`config.mk`:
```
export PLATFORM = sky130hd
export DESIGN_NAME = seq_mult_shift_add_flat
export DESIGN_NICKNAME = d
export VERILOG_FILES = /design/src/rtl/seq_mult_shift_add_if.sv /design/src/rtl/full_adder_nbit_behavioral.sv /design/src/rtl/seq_mult_shift_add.sv /design/src/flat_wrapper.sv
export SDC_FILE = /design/constraint.sdc
export NUM_CORES = 1
export LEC_CHECK = 0
export BUFFER_PORTS_ARGS = -buffer_cell sky130_fd_sc_hd__buf_2
export CAP_MARGIN = 20
export CORE_MARGIN = 8
export CORE_UTILIZATION = 40
export CTS_CLUSTER_DIAMETER = 50
export CTS_CLUSTER_SIZE = 25
export DETAILED_ROUTE_END_ITERATION = 6
export GPL_TIMING_DRIVEN = 0
export PLACE_DENSITY = 0.67
export REMOVE_ABC_BUFFERS = 1
export SLEW_MARGIN = 20
export SYNTH_ARGS = -nofsm -noshare
export SYNTH_HDL_FRONTEND = slang
export SYNTH_SLANG_ARGS = --single-unit
```
`constraint.sdc`:
```
create_clock -name clk -period 6 [get_ports clk]
set_input_delay 0.9 -clock clk [delete_from_list [all_inputs] [get_ports clk]]
set_output_delay 0.9 -clock clk [all_outputs]
set_load 0.01 [all_outputs]
```
`src/rtl/seq_mult_shift_add_if.sv`:
```
// Start/done handshake bundle for seq_mult_shift_add.
// SEQ_MULT_OVF_EN adds the registered ovf flag.
interface seq_mult_shift_add_if #(
    parameter int unsigned N = 8
) ();
    logic             start;
    logic [N-1:0]     a;
    logic [N-1:0]     b;
    logic             busy;
    logic             done;
    logic [2*N-1:0]   product;
`ifdef SEQ_MULT_OVF_EN
    logic             ovf;

    modport master (output start, output a, output b,
                    input busy, input done, input product, input ovf);
    modport slave  (input start, input a, input b,
                    output busy, output done, output product, output ovf);
`else
    modport master (output start, output a, output b,
                    input busy, input done, input product);
    modport slave  (input start, input a, input b,
                    output busy, output done, output product);
`endif
endinterface

```
`src/rtl/full_adder_nbit_behavioral.sv`:
```
// N-bit behavioural ripple adder: {cout, sum} = a + b + cin.
module full_adder_nbit_behavioral #(
    parameter int unsigned N = 8
) (
    input  logic [N-1:0] a_i,
    input  logic [N-1:0] b_i,
    input  logic         cin_i,
    output logic [N-1:0] sum_o,
    output logic         cout_o
);
    assign {cout_o, sum_o} = {1'b0, a_i} + {1'b0, b_i} + {{N{1'b0}}, cin_i};
endmodule

```
`src/rtl/seq_mult_shift_add.sv`:
```
// Sequential unsigned N x N shift-and-add multiplier, one add-and-shift step per clock.
// Optional macro SEQ_MULT_OVF_EN adds ovf = result does not fit in N bits.
module seq_mult_shift_add #(
    parameter int unsigned N = 8
) (
    input  logic                  clk,
    input  logic                  rst,
    seq_mult_shift_add_if.slave   bus
);
    localparam int unsigned CntW = $clog2(N + 1);

    typedef enum logic [1:0] {StIdle, StCalc, StDone} state_e;

    state_e          state_q;
    logic [N-1:0]    m_q;
    logic [N-1:0]    q_q;
    logic [N-1:0]    acc_q;
    logic [CntW-1:0] cnt_q;
    logic            busy_q;
    logic            done_q;
    logic [2*N-1:0]  product_q;
`ifdef SEQ_MULT_OVF_EN
    logic            ovf_q;
`endif

    logic [N-1:0]    add_b;
    logic [N-1:0]    sum;
    logic            cout;
    logic [N-1:0]    acc_d;
    logic [N-1:0]    q_d;

    full_adder_nbit_behavioral #(
        .N (N)
    ) u_adder (
        .a_i    (acc_q),
        .b_i    (add_b),
        .cin_i  (1'b0),
        .sum_o  (sum),
        .cout_o (cout)
    );

    // Carry drops into the top of ACC, ACC LSB drops into the top of Q.
    always_comb begin
        add_b        = q_q[0] ? m_q : '0;
        {acc_d, q_d} = (2 * N)'({cout, sum, q_q} >> 1);
    end

    always_ff @(posedge clk or posedge rst) begin
        if (rst) begin
            state_q   <= StIdle;
            m_q       <= '0;
            q_q       <= '0;
            acc_q     <= '0;
            cnt_q     <= '0;
            busy_q    <= 1'b0;
            done_q    <= 1'b0;
            product_q <= '0;
`ifdef SEQ_MULT_OVF_EN
            ovf_q     <= 1'b0;
`endif
        end else begin
            unique case (state_q)
                StIdle: begin
                    done_q <= 1'b0;
                    if (bus.start) begin
                        m_q     <= bus.a;
                        q_q     <= bus.b;
                        acc_q   <= '0;
                        cnt_q   <= '0;
                        busy_q  <= 1'b1;
                        state_q <= StCalc;
                    end
                end
                StCalc: begin
                    acc_q <= acc_d;
                    q_q   <= q_d;
                    cnt_q <= cnt_q + CntW'(1);
                    if (cnt_q == CntW'(N - 1)) begin
                        state_q   <= StDone;
                        busy_q    <= 1'b0;
                        done_q    <= 1'b1;
                        product_q <= {acc_d, q_d};
`ifdef SEQ_MULT_OVF_EN
                        ovf_q     <= |acc_d;
`endif
                    end
                end
                StDone: begin
                    done_q  <= 1'b0;
                    state_q <= StIdle;
                end
                default: begin
                    state_q <= StIdle;
                end
            endcase
        end
    end

    assign bus.busy    = busy_q;
    assign bus.done    = done_q;
    assign bus.product = product_q;
`ifdef SEQ_MULT_OVF_EN
    assign bus.ovf     = ovf_q;
`endif
endmodule

```
`src/flat_wrapper.sv`:
```
// flat-port wrapper written by rule: the top's interface ports become plain ports
module seq_mult_shift_add_flat 
#(
    parameter int unsigned N = 8
)
  (clk, rst, bus_start, bus_a, bus_b, bus_busy, bus_done, bus_product);
  seq_mult_shift_add_if #(.N(N)) bus_i ();
  input  logic clk;
  input  logic rst;
  input wire logic [$bits(bus_i.start)-1:0] bus_start;
  input wire logic [$bits(bus_i.a)-1:0] bus_a;
  input wire logic [$bits(bus_i.b)-1:0] bus_b;
  output wire logic [$bits(bus_i.busy)-1:0] bus_busy;
  output wire logic [$bits(bus_i.done)-1:0] bus_done;
  output wire logic [$bits(bus_i.product)-1:0] bus_product;
  assign bus_i.start = bus_start;
  assign bus_i.a = bus_a;
  assign bus_i.b = bus_b;
  assign bus_busy = bus_i.busy;
  assign bus_done = bus_i.done;
  assign bus_product = bus_i.product;
  seq_mult_shift_add #(.N(N)) u_core (.clk(clk), .rst(rst), .bus(bus_i));
endmodule
```
# Word-level counts from Yosys, hierarchy flattened
# Cells that the tools add are included.
[totals]
regBits = 48
output_inout_bits = 18
wordCells = 40
in_bits = 19
[classes]
addsub = 2
reduce_logical = 10
eq_ne = 5
n_mux = 15
[ops]
columns = ["cell", "count"]
rows = [
  ["$pmux W8 S2", 2],
  ["$mux W8", 3],
  ["$reduce_and A2 Y1", 5],
  ["$add A8 B8 Y9", 1],
  ["$pmux W4 S2", 1],
  ["$add A4 B1 Y4 const B", 1],
  ["$eq A4 B3 Y1 const B", 1],
  ["$mux W2", 2],
  ["$mux W4", 1],
  ["$pmux W1 S2", 2],
  ["$pmux W2 S2", 1],
  ["$reduce_bool A2 Y1", 2],
  ["$mux W1", 3],
  ["$reduce_and A3 Y1", 1],
  ["$eq A2 B1 Y1 const B", 1],
  ["$eq A2 B2 Y1 const B", 1],
  ["$logic_not A2 Y1", 1],
  ["$ne A2 B1 Y1 const B", 1],
  ["$ne A2 B2 Y1 const B", 1],
  ["$reduce_or A2 Y1", 1],
]

# Depth between registers and ports, before layout
# Gate-level depths: netlist (run 1).
[depth]
depth_word = 4
mapped_depth = 7
mapped_depth_nobuf = 7

# By module
# A second synthesis (run 1) with hierarchy kept.
[hier_totals]
hier_cells = 189
area_unflattened_um2 = 2349.8
[modules_own_cells]
columns = ["module", "cells_each", "area_each_um2", "n_inst", "seq_area_each_um2"]
rows = [
  ["seq_mult_shift_add", 149, 2018.2, 1, 1201.2],
  ["full_adder_nbit_behavioral", 40, 331.6, 1, 0.0],
]

# Least setup slack after synthesis (run 1)
# Ideal clock, no wire load.
[synth_path]
path_type = "register -> register"
start = "register u_core.q_q[0]"
end = "register u_core.product_q[13] (netlist: u_core.bus.product[13])"
synth_period_minus_slack_ps = 2126
setup_time_ps = 125
path_buffers = 0
slack_ps = 3874
required_time_ps = 5875
stages_incl_launch_ff = 8
arrival_ps = 2001
cell_sequence = "dfrtp_1 > and2_1 > ha_1 > fa_1 > a21o_1 > a221oi_4 > xnor2_1 > mux2_4"
[synth_between]
elab_chain_cells = 2
[synth_lines]
columns = ["element", "line", "text"]
rows = [
  ["start, declared", "seq_mult_shift_add.sv:16", "logic [N-1:0] q_q;"],
  ["start signal, assigned", "seq_mult_shift_add.sv:67", "q_q <= bus.b;"],
  ["start signal, assigned", "seq_mult_shift_add.sv:76", "q_q <= q_d;"],
  ["$mux W8", "seq_mult_shift_add.sv:44", "add_b = q_q[0] ? m_q : '0;"],
  ["$add A8 B8 Y9", "full_adder_nbit_behavioral.sv:11", "assign {cout_o, sum_o} = {1'b0, a_i} + {1'b0, b_i} + {{N{1'b0}}, cin_i};"],
  ["end signal, assigned", "seq_mult_shift_add.sv:82", "product_q <= {acc_d, q_d};"],
  ["end, declared", "seq_mult_shift_add.sv:21", "logic [2*N-1:0] product_q;"],
]
# Every way passes these cells.
# A chain may end at the register's enable or synchronous reset.

# Final worst setup path (run 1)
[layout_path]
start = "register u_core.state_q[0]"
end = "register u_core.product_q[11] (netlist: u_core.bus.product[11])"
[layout_between]
elab_chain_cells = 2
[layout_lines]
columns = ["element", "line", "text"]
rows = [
  ["start, declared", "seq_mult_shift_add.sv:14", "state_e state_q;"],
  ["start signal, assigned", "seq_mult_shift_add.sv:50", "state_q <= StIdle;"],
  ["start signal, assigned", "seq_mult_shift_add.sv:71", "state_q <= StCalc;"],
  ["start signal, assigned", "seq_mult_shift_add.sv:79", "state_q <= StDone;"],
  ["$eq A2 B1 Y1", "seq_mult_shift_add.sv:62", "unique case (state_q)"],
  ["$reduce_and A2 Y1 (no line)", "--", ""],
]
# Every way passes these cells.

==> metrics.cfg, run 1 <==
[run_status]
outcome = complete, no violations

[logic_synthesis]
synth_seq_cells = 48
async_reset_ff_share_pct = 100
yosys.cell_types.count = 38
synth_area_per_cell_sq_um = 10.9
synthFlopType = dfrtp_1
synth_area_leaders = dfrtp_1 (52%), nand2_1 (5.9%), mux2_2 (5.4%)
synth_top_cell_area_share_pct = 52.3
synthCells = 211
synth_common_cells = dfrtp_1 (48), nand2_1 (36), o21ai_0 (15)
yosys.cell_count.top_type = dfrtp_1
seq_area_frac_synth_pct = 52.3
synth_area_sq_mm = 0.00230
yosys.area.top_type = dfrtp_1
synth_edf_count = 0
yosysWarnings = 0

[routing]
routed_wl_mm = 4.68
drtIter0Drc = 45
via_per_inst = 5.07
postRouteAntennaNets = 0
vias = 1618
wl_per_cell_um = 14.7
drc_errors = 0
detail_route.first_pass.iterations = 4

[clocking]
cts_sinks = 48
cts_max_level = 2
cts_buffers = 5
worstSkewPairLatency_ps = 300
clockBufferDepth = 2
cts_setup_buffers = 0
cts_hold_buf = 0
cts.repair.resized = 0
cts_tree = built
cts-root-buf = clkbuf_8
clkTransAtPathRegs_ps = 80

[die]
dieArea_sq_mm = 0.00842
core_sq_mm = 0.00554
fp.dieH_um = 91.8
num_rows = 27
start_util_pct = 41.4
die_w_um = 91.8
ios = 37

[worst_setup_path]
critPathMaxFanout = 18
crit_arrival_ps = 2850
cp_cell_sequence = nor2b_2 -> nand2_2 -> inv_2 -> mux2_2
crit_required_ps = 6180
rr_startpoint = u_core.state_q[0]$_DFFE_PP0P_
cp-start-kind = flip-flop
cp_top_family = simple AND/OR/NAND/NOR gates
slowest_delay_ps = 730
r2r_slack_ps = 3340
reg2reg_depth = 4
worstSetupEndpointType = flip-flop
crit_buf_inv = 1
slowest_stage = nor2b_2
worstReg2RegEnd = u_core.bus.product[11]$_DFFE_PP0P_
crit_type = flip-flop to flip-flop

[placement]
hpwl_mm = 3.40
portBuffers = 36
pre_cts_ws_ps = 3140
gp_congestion = 0.802
placed_area_sq_mm = 0.00254

[power]
pwr-share-seq_pct = 41.6
leakagePower_nw = 1.33
power_frac_comb_pct = 39.7
swShare_pct = 35.4
p_sw_mw = 0.476
power_density_mw_per_mm2 = 504
peakVddDrop_uv = 181
clockPowerShare_pct = 18.7
internal_power_mw = 0.869

[sta]
slew_violations = 0
fin_skew_ps = 7.18
finalCriticalPeriod_ps = 2660
hold_viol = 0
rsz0062_at_grt = false
fin_ws_ps = 3340
period_share_pct = 44.4
hold_slack_ps = 473
fin_setup_tns_ps = 0
relSlewSlack_pct = 27.5
worst_pin_slew_ps = 1090
setup_viol = 0
max_freq_ghz = 0.375

[layout]
n_antenna_cell = 0
drive_gt1_share_pct = 27.1
syn2layout_area_growth_pct = 16.3
finalInstanceArea_sq_mm = 0.00267
fillers = 546
final_nets = 275

[hold_path]
hp-class = flip-flop to flip-flop
hold_end = u_core.bus.product[0]$_DFFE_PP0P_
min_path_cells = 2
hp-start = u_core.bus.product[0]$_DFFE_PP0P_

[global_route]
overflow = 0
grt_use_total_pct = 11.9
antenna_found_initial = 0
grt_first_pass_wirelength_mm = 8.22
grt_pass1_vias = 1709
grt_max_degree = 34

[run]
cap_violations = 0

## power by group through the flow
stage | combinational (mW) | sequential (mW) | clock (mW)
floorplan | 0.373 | 0.568 | 0
global placement | 0.522 | 0.562 | 0
detailed placement | 0.537 | 0.568 | 0
CTS | 0.542 | 0.562 | 0.259
global route | 0.599 | 0.586 | 0.271
finish | 0.534 | 0.560 | 0.251
## sequential cells by signal, indices dropped and copies added, names as in the netlist
| register | flops |
|---|---|
| u_core.bus.product | 16 |
| u_core.cnt_q | 4 |
| u_core.bus.done | 1 |
| u_core.acc_q | 8 |
| u_core.q_q | 8 |
| u_core.m_q | 8 |
| u_core.state_q | 2 |
| u_core.bus.busy | 1 |
## area by class of cell
cell class	count	area [sq um]	area share [%]
clock buffer	7	96.3	3.61
tap	72	90.1	3.37
sequential	48	1200	45.0
multi-input combinational	150	1040	38.8
timing repair buffer	37	200	7.50
clock inverter	1	30.0	1.12
inverter	4	15.0	0.562
## layout by cell type (no fill, tap or decap), types with 2 or more instances in the layout
cell,count
nand2_1,36
dfrtp_1,48
a22o_1,5
clkbuf_8,7
a21o_1,3
a21oi_1,14
o31ai_1,2
o21ai_0,15
a22oi_1,8
and3b_1,2
inv_1,2
inv_2,2
nor2b_1,9
ha_1,9
mux2_2,11
xnor2_1,3
or3_1,2
buf_2,36
a31o_2,2
a32o_1,2
and2_1,10
## through the flow
stage	utilization, %	power (mW)	instances
6_report	48.2	1.34	319
2_1_floorplan	-	0.941	202
4_1_cts	48.2	1.36	319
3_5_place_dp	45.9	1.11	311
5_1_grt	48.2	1.46	319
3_3_place_gp	45.5	1.08	310
## worst register-to-register path, stage by stage (launching register included)
cell and delay (ps):
dfrtp_1 610, nor2b_2 740, nand2_2 450, inv_2 380
mux2_2 380
## cells by family after synthesis
kind of cell               after synthesis  synth area share, %
AOI/OAI and AO/OA                       56                 16.8
xor gates and xnor gates                 4                 1.53
adders and majority gates               10                 5.78
buffers and inverters                   13                 2.62
DFF                                     48                 52.3
muxes                                   13                 6.48
and+or+nand+nor                         67                 14.5
## worst max path at each step
stage	from	end	cells past startpoint
finish	u_core.state_q[0]$_DFFE_PP0P_	u_core.bus.product[11]$_DFFE_PP0P_	4
CTS	u_core.state_q[0]$_DFFE_PP0P_	u_core.bus.product[10]$_DFFE_PP0P_	4
floorplan	u_core.state_q[0]$_DFFE_PP0P_	u_core.bus.product[10]$_DFFE_PP0P_	4
global placement	u_core.state_q[0]$_DFFE_PP0P_	u_core.bus.product[11]$_DFFE_PP0P_	4
global route	u_core.state_q[0]$_DFFE_PP0P_	u_core.bus.product[10]$_DFFE_PP0P_	4
detailed placement	bus_start	u_core.m_q[1]$_DFFE_PP0P_	4
## routing by layer
metal	global-route usage [%]	wire length, um
met4	4.43	74
met1	15.2	2170
met5	0	0
met2	18.9	2200
met3	3.18	238
Note: power is estimated with default switching activity, not from simulation.
==> run 2: changes to the inputs <==
--- a/config.mk
+++ b/config.mk
@@ -5,6 +5,7 @@
 export SDC_FILE = /design/constraint.sdc
 export NUM_CORES = 1
 export LEC_CHECK = 0
+export ABC_AREA = 1
 export BUFFER_PORTS_ARGS = -buffer_cell sky130_fd_sc_hd__buf_2
 export CAP_MARGIN = 20
 export CORE_MARGIN = 8
==> constraint.sdc (replaced) <==
create_clock -name clk -period 2.8 [get_ports clk]
set_input_delay 0.42 -clock clk [delete_from_list [all_inputs] [get_ports clk]]
set_output_delay 0.42 -clock clk [all_outputs]
set_load 0.01 [all_outputs]
==> run 2 against run 1 <==
  * Cell count grew 15%
  * Die area grew 3.0%
  * Wire length grew 2.0%
  * Clock power grew 72%
  * Core utilization shrank 1.9 points
  * Worst hold slack lost 390 ps
  * Clock-buffer cell count is the same
  * Critical path depth grew 8
  * Flip-flop and latch count is the same
  * Register-to-register slack lost 2500 ps
  * Largest power group is now combinational cells
==> metrics.cfg, run 2 <==
[worst_setup_path]
critPathMaxFanout = 9  ; -9
worstReg2RegEnd = u_core.acc_q[7]$_DFFE_PP0P_
crit_end = u_core.acc_q[7]$_DFFE_PP0P_
crit_required_ps = 3000  ; -3180 ps
cp-start-kind = flip-flop
rr_startpoint = u_core.q_q[0]$_DFFE_PP0P_
crit_type = flip-flop to flip-flop
r2r_slack_ps = 820  ; -2510 ps
worstSetupEndpointType = flip-flop
reg2reg_depth = 12  ; +8
crit_start = u_core.q_q[0]$_DFFE_PP0P_
crit_arrival_ps = 2170  ; -680 ps

[run]
cap_violations = 0  ; unchanged

[die]
fp.dieH_um = 93.1  ; +1.5%
die_w_um = 93.1  ; +1.5%
ios = 37  ; unchanged
num_rows = 28  ; +3.7%
start_util_pct = 40.7  ; -0.79 points
dieArea_sq_mm = 0.00867  ; +3.0%
core_sq_mm = 0.00585  ; +5.6%

[global_route]
met1_usage_pct = 14.2  ; -0.98 points
gr-usage-met3_pct = 3.53  ; +0.35 points
grt_pass1_vias = 1792  ; +4.9%
grt_first_pass_wirelength_mm = 8.49  ; +3.4%
grtUsageMet2_pct = 20.7  ; +1.8 points
grt_max_degree = 33  ; -2.9%
top_usage_layer = met2
antenna_found_initial = 0  ; unchanged
grt_use_total_pct = 12.2  ; +0.33 points
overflow = 0  ; unchanged

[routing]
detail_route.first_pass.iterations = 4  ; unchanged
postRouteAntennaNets = 0  ; unchanged
routed_wl_mm = 4.77  ; +2.0%
wl_per_cell_um = 13.0  ; -11%
via_per_inst = 4.80  ; -5.3%
drtIter0Drc = 80  ; +78%
vias = 1762  ; +8.9%
drc_errors = 0  ; unchanged

[sta]
finalCriticalPeriod_ps = 1980  ; -689 ps
max_freq_ghz = 0.506  ; +35%
period_share_pct = 70.6  ; +26 points
hold_viol = 0  ; unchanged
fin_skew_ps = 8.07  ; +0.886 ps
hold_slack_ps = 80.6  ; -392 ps
fin_setup_tns_ps = 0  ; unchanged
slew_violations = 0  ; unchanged
setup_viol = 0  ; unchanged
worst_pin_slew_ps = 378  ; -707 ps
rsz0062_at_grt = false
relSlewSlack_pct = 74.8  ; +47 points

[clocking]
cts_tree = built
clkTransAtPathRegs_ps = 90  ; about the same
worstSkewPairLatency_ps = 300  ; about the same
cts_hold_buf = 0  ; unchanged
cts.repair.resized = 0  ; unchanged
clockBufferDepth = 2  ; unchanged
cts_max_level = 2  ; unchanged
cts_buffers = 5  ; unchanged
cts_sinks = 48  ; unchanged
cts-root-buf = clkbuf_8
cts_setup_buffers = 0  ; unchanged

[layout]
syn2layout_area_growth_pct = 13.9
final_cell_mix = nand2_1 (77), dfrtp_1 (48), buf_2 (36)
final_nets = 320  ; +16%
drive_gt1_share_pct = 25.3  ; -1.8 points
n_antenna_cell = 0  ; unchanged
fillers = 581  ; +6.4%
largest_reg_flops = 16  ; unchanged
mostFrequentLayoutCell = nand2_1

[logic_synthesis]
synth_area_per_cell_sq_um = 9.40  ; -14%
yosysWarnings = 0  ; unchanged
synth_edf_count = 0  ; unchanged
synth_area_leaders = dfrtp_1 (50%), nand2_1 (12%), ha_1 (4.7%)
synthFlopType = dfrtp_1
seq_area_frac_synth_pct = 50.5  ; -1.8 points
synth_common_cells = nand2_1 (77), dfrtp_1 (48), inv_1 (27)
yosys.area.top_type = dfrtp_1
synth_seq_cells = 48  ; unchanged
yosys.cell_types.count = 33  ; -13%
synth_area_sq_mm = 0.00238  ; +3.6%
yosys.cell_count.top_type = nand2_1
synth_top_cell_area_share_pct = 50.5  ; -1.8 points
synthCells = 253  ; +20%
async_reset_ff_share_pct = 100  ; unchanged

[placement]
portBuffers = 36  ; unchanged
hpwl_mm = 3.53  ; +3.7%
gp_congestion = 0.818  ; +2.1%

[power]
pwr-share-seq_pct = 37.0  ; -4.6 points
p_sw_mw = 1.44  ; +200%
peakVddDrop_uv = 406  ; +120%
power_frac_comb_pct = 50.0  ; +10 points
internal_power_mw = 1.90  ; +120%
power_density_mw_per_mm2 = 1230  ; +140%
leakagePower_nw = 1.49  ; +12%
swShare_pct = 43.0  ; +7.6 points
clockPowerShare_pct = 12.9  ; -5.8 points

[run_status]
outcome = complete, no violations

[hold_path]
hp-class = input pin to async pin

-- run 2: changes by cell type after synthesis, sizes merged, moves of 3 or more --
cell	before	now
a21oi	14	7
a22o	6	1
a22oi	8	0
and2	10	0
clkbuf	4	1
inv	4	32
mux2	12	8
nand2	37	82
nand3	1	18
nor2	1	9
nor2b	10	0
o21ai	15	12
o221ai	0	3
o22ai	0	6
-- run 2: layout make-up --
type | instances | area, sq um | share of cell area [%]
clock buffer | 7 | 86.3 | 3.19
timing repair buffer | 37 | 200 | 7.39
multi-input combinational | 166 | 991 | 36.6
inverter | 33 | 129 | 4.76
sequential | 48 | 1200 | 44.3
clock inverter | 1 | 7.51 | 0.277
tap | 75 | 93.8 | 3.46
-- run 2: kinds of logic (layout without fill, tap and decap cells) --
logic type                 Yosys count  after routing  share of synthesized area [%]
xor gates and xnor gates             2              2                          0.737
adders and majority gates           10             10                           5.58
AOI/OAI and AO/OA                   31             31                           8.89
muxes                                8              8                           4.26
and+or+nand+nor                    115            115                           22.2
DFF                                 48             48                           50.5
buffers and inverters               39             78                           7.84
-- run 2: worst min path at each step --
stage,cells past startpoint,end,slack (ps),from
2_1_floorplan,2,u_core.acc_q[7]$_DFFE_PP0P_,460,u_core.acc_q[7]$_DFFE_PP0P_
3_3_place_gp,2,u_core.bus.product[7]$_DFFE_PP0P_,450,u_core.bus.product[7]$_DFFE_PP0P_
3_5_place_dp,2,u_core.bus.product[6]$_DFFE_PP0P_,420,rst
4_1_cts,2,u_core.bus.product[6]$_DFFE_PP0P_,90,rst
5_1_grt,2,u_core.bus.product[6]$_DFFE_PP0P_,100,rst
6_report,2,u_core.bus.product[6]$_DFFE_PP0P_,80,rst
-- run 2: power groups by stage --
stage | clock (mW) | combinational [mW] | sequential (mW)
2_1_floorplan | 0 | 1.23 | 1.27
3_3_place_gp | 0 | 1.65 | 1.24
3_5_place_dp | 0 | 1.69 | 1.25
4_1_cts | 0.445 | 1.70 | 1.24
5_1_grt | 0.470 | 1.93 | 1.29
6_report | 0.432 | 1.67 | 1.24
-- run 2: stage by stage --
stage	worst slack [ps]	cells	instance area, sq um	util, %	total power [mW]
floorplan	1070	247	2320	-	2.49
global placement	576	358	2590	44.4	2.88
detailed placement	835	359	2620	44.7	2.94
CTS	818	367	2710	46.3	3.38
global route	622	367	2710	46.3	3.69
finish	824	367	2710	46.3	3.34
-- run 2: metal layers --
layer | share of wire, % | vias to the layer above
met4 | 1.7 | 0
met1 | 46 | 833
met2 | 48 | 25
met5 | 0 | -
met3 | 4.3 | 5
li1 | - | 899
-- run 2: critical path, stage by stage, from the launching register on --
cell and delay (ps):
dfrtp_1 500, nand2_1 120, inv_1 40, ha_1 200, fa_1 420, nand2_1 90
nand2_1 80, nand3_1 110, nand2_1 80, nand2_1 60, nand2_1 60, nand2_1 60
nand2_1 60
==> run 3: changes to the inputs <==
--- a/config.mk
+++ b/config.mk
@@ -14,7 +14,7 @@
 export CTS_CLUSTER_SIZE = 25
 export DETAILED_ROUTE_END_ITERATION = 6
 export GPL_TIMING_DRIVEN = 0
-export PLACE_DENSITY = 0.67
+export PLACE_DENSITY = 0.69
 export REMOVE_ABC_BUFFERS = 1
 export SLEW_MARGIN = 20
 export SYNTH_ARGS = -nofsm -noshare
==> constraint.sdc (replaced) <==
create_clock -name clk -period 1.6 [get_ports clk]
set_input_delay 0.24 -clock clk [delete_from_list [all_inputs] [get_ports clk]]
set_output_delay 0.24 -clock clk [all_outputs]
set_load 0.01 [all_outputs]
==> run 3 against run 2 <==
  * The flow now finishes with violations (negative setup slack)
  * Worst hold slack improved by 80 ps
  * Non-clock buffer count increased by 9
  * Cell count increased by 2.5%
  * Clock skew decreased by 2.6 ps
==> metrics.cfg, run 3 (synthesis gave the netlist of run 2 again) <==
[run_status]
outcome = finished with violations
violations = negative setup slack

[layout]
drive_gt1_share_pct = 38.2  ; +13 points
mostFrequentLayoutCell = nand2_1
syn2layout_area_growth_pct = 24.2
largest_reg_flops = 16  ; unchanged
final_cell_mix = nand2_1 (63), dfrtp_1 (47), buf_2 (36)
seqCellArea_sq_mm = 0.00120  ; +0.10%
n_antenna_cell = 0  ; unchanged
multi_input_area_sq_mm = 0.00116  ; +17%
final_nets = 329  ; +2.8%
fillers = 532  ; -8.4%
finalInstanceArea_sq_mm = 0.00295  ; +9.1%
postLayoutCoreUtil_pct = 50.5  ; +4.2 points

[sta]
worst_pin_slew_ps = 353  ; -25.2 ps
rsz0062_at_grt = true
hold_viol = 0  ; unchanged
fin_skew_ps = 5.50  ; -2.57 ps
finalCriticalPeriod_ps = 1700  ; -275 ps
hold_slack_ps = 160  ; +79.7 ps
setup_viol = 12  ; +12
fin_ws_ps = -100  ; -925 ps
relSlewSlack_pct = 76.4  ; +1.7 points
max_freq_ghz = 0.588  ; +16%
period_share_pct = 106  ; +36 points
slew_violations = 0  ; unchanged

[clocking]
cts_sinks = 48  ; unchanged
cts-root-buf = clkbuf_8
clockBufferDepth = 2  ; unchanged
cts_max_level = 2  ; unchanged
clkTransAtPathRegs_ps = 90  ; about the same
worstSkewPairLatency_ps = 300  ; about the same
cts_tree = built
cts_buffers = 5  ; unchanged

[hold_path]
hp-class = input pin to flip-flop

[worst_setup_path]
crit_required_ps = 1800  ; -1200 ps
crit_type = flip-flop to flip-flop
crit_arrival_ps = 1900  ; -270 ps
slowest_delay_ps = 430  ; -70 ps
crit_top_cell = nand2_1
worstSetupEndpointType = flip-flop
cp_cell_sequence = nand2_2 -> inv_2 -> ha_4 -> fa_2 -> nand2_2 -> nand2_4 -> nand3_4 -> nand2_2 -> nand2_1 -> nand2_1 -> nand2_1 -> nand2_1
critPathMaxFanout = 3  ; -6
slowest_stage = dfrtp_2
cp-start-kind = flip-flop

[global_route]
grt_max_degree = 34  ; +3.0%
antenna_found_initial = 0  ; unchanged
grt_use_total_pct = 12.9  ; +0.63 points
overflow = 0  ; unchanged
grt_pass1_vias = 1960  ; +9.4%
grt_first_pass_wirelength_mm = 9.05  ; +6.5%

[die]
start_util_pct = 40.7  ; unchanged
ios = 37  ; unchanged
num_rows = 28  ; unchanged
fp.dieH_um = 93.1  ; unchanged
dieArea_sq_mm = 0.00867  ; unchanged
core_sq_mm = 0.00585  ; unchanged
die_w_um = 93.1  ; unchanged

[routing]
postRouteAntennaNets = 0  ; unchanged
detail_route.first_pass.iterations = 4  ; unchanged
drc_errors = 0  ; unchanged
routed_wl_mm = 5.40  ; +13%
via_per_inst = 4.89  ; +1.9%
drtIter0Drc = 124  ; +55%
vias = 1839  ; +4.4%
wl_per_cell_um = 14.3  ; +10%

[power]
peakVddDrop_uv = 754  ; +86%
leakagePower_nw = 1.53  ; +2.8%
power_density_mw_per_mm2 = 2290  ; +86%

[run]
cap_violations = 0  ; unchanged

[placement]
hpwl_mm = 3.53  ; +0.12%
gp_congestion = 0.775  ; -5.4%
placed_area_sq_mm = 0.00262  ; unchanged
portBuffers = 36  ; unchanged

==> run 3: changes by cell type in the layout (fill, tap and decap cells not counted), sizes merged <==
cell | before | now
buf | 37 | 45
dlygate4sd3 | 0 | 1
==> run 3: stage by stage <==
step | std cells | total power, mW | setup slack, ps | TNS, ps
floorplan | 247 | 4.36 | -132 | -534
global placement | 358 | 5.04 | -426 | -22690
detailed placement | 359 | 5.15 | -364 | -2640
CTS | 373 | 6.31 | -103 | -408
global route | 376 | 7.35 | -210 | -1820
finish | 376 | 6.77 | -100 | -656
==> run 3: cell type report <==
type	count	share of cell area [%]
Sequential cell	48	40.7
Inverter	33	4.36
Clock buffer	7	2.92
Timing Repair Buffer	46	9.40
Multi-Input combinational cell	166	39.2
Tap cell	75	3.18
Clock inverter	1	0.254
==> run 3: routing by layer <==
metal	global-route usage [%]	share of wire [%]
met5	0	0
met4	4.30	0.95
met3	3.04	3.6
met2	22.7	50
met1	14.9	46
==> run 3: worst max-delay path: cells and delay by family, from the launching register on <==
family	cells	cell delay, ps
and+or+nand+nor	9	610
DFF	1	430
adders and majority gates	2	510
buffers and inverters	1	40
==> run 3: path summary, 6_finish.rpt <==
kind | endpoint | slack [ps] | startpoint | depth (start not counted)
worst max-delay path | u_core.acc_q[7]$_DFFE_PP0P_ | -100 | u_core.q_q[0]$_DFFE_PP0P_ | 12
worst min-delay path | u_core.m_q[7]$_DFFE_PP0P_ | 160 | bus_a[7] | 2
worst max register to register | u_core.acc_q[7]$_DFFE_PP0P_ | -100 | u_core.q_q[0]$_DFFE_PP0P_ | 12
worst min register to register | u_core.bus.product[9]$_DFFE_PP0P_ | 480 | u_core.bus.product[9]$_DFFE_PP0P_ | 2
max in group asynchronous | u_core.q_q[0]$_DFFE_PP0P_ | 660 | rst | 4
min in group asynchronous | u_core.bus.product[6]$_DFFE_PP0P_ | 450 | rst | 3
==> run 3: timing repair <==
item,CTS,global route
cloned,0,0
setup endpoints to repair,15,14
hold buffers,1,0
setup buffers,5,3
pin swaps,15,8
resized for setup,17,23
endpoints found under the hold margin,15,0
==> run 3: power breakdown <==
group          internal (mW)  switching (mW)  total [mW]
Combinational           1.63            2.18        3.81
Clock                  0.352           0.415       0.767
Sequential              1.81           0.378        2.19
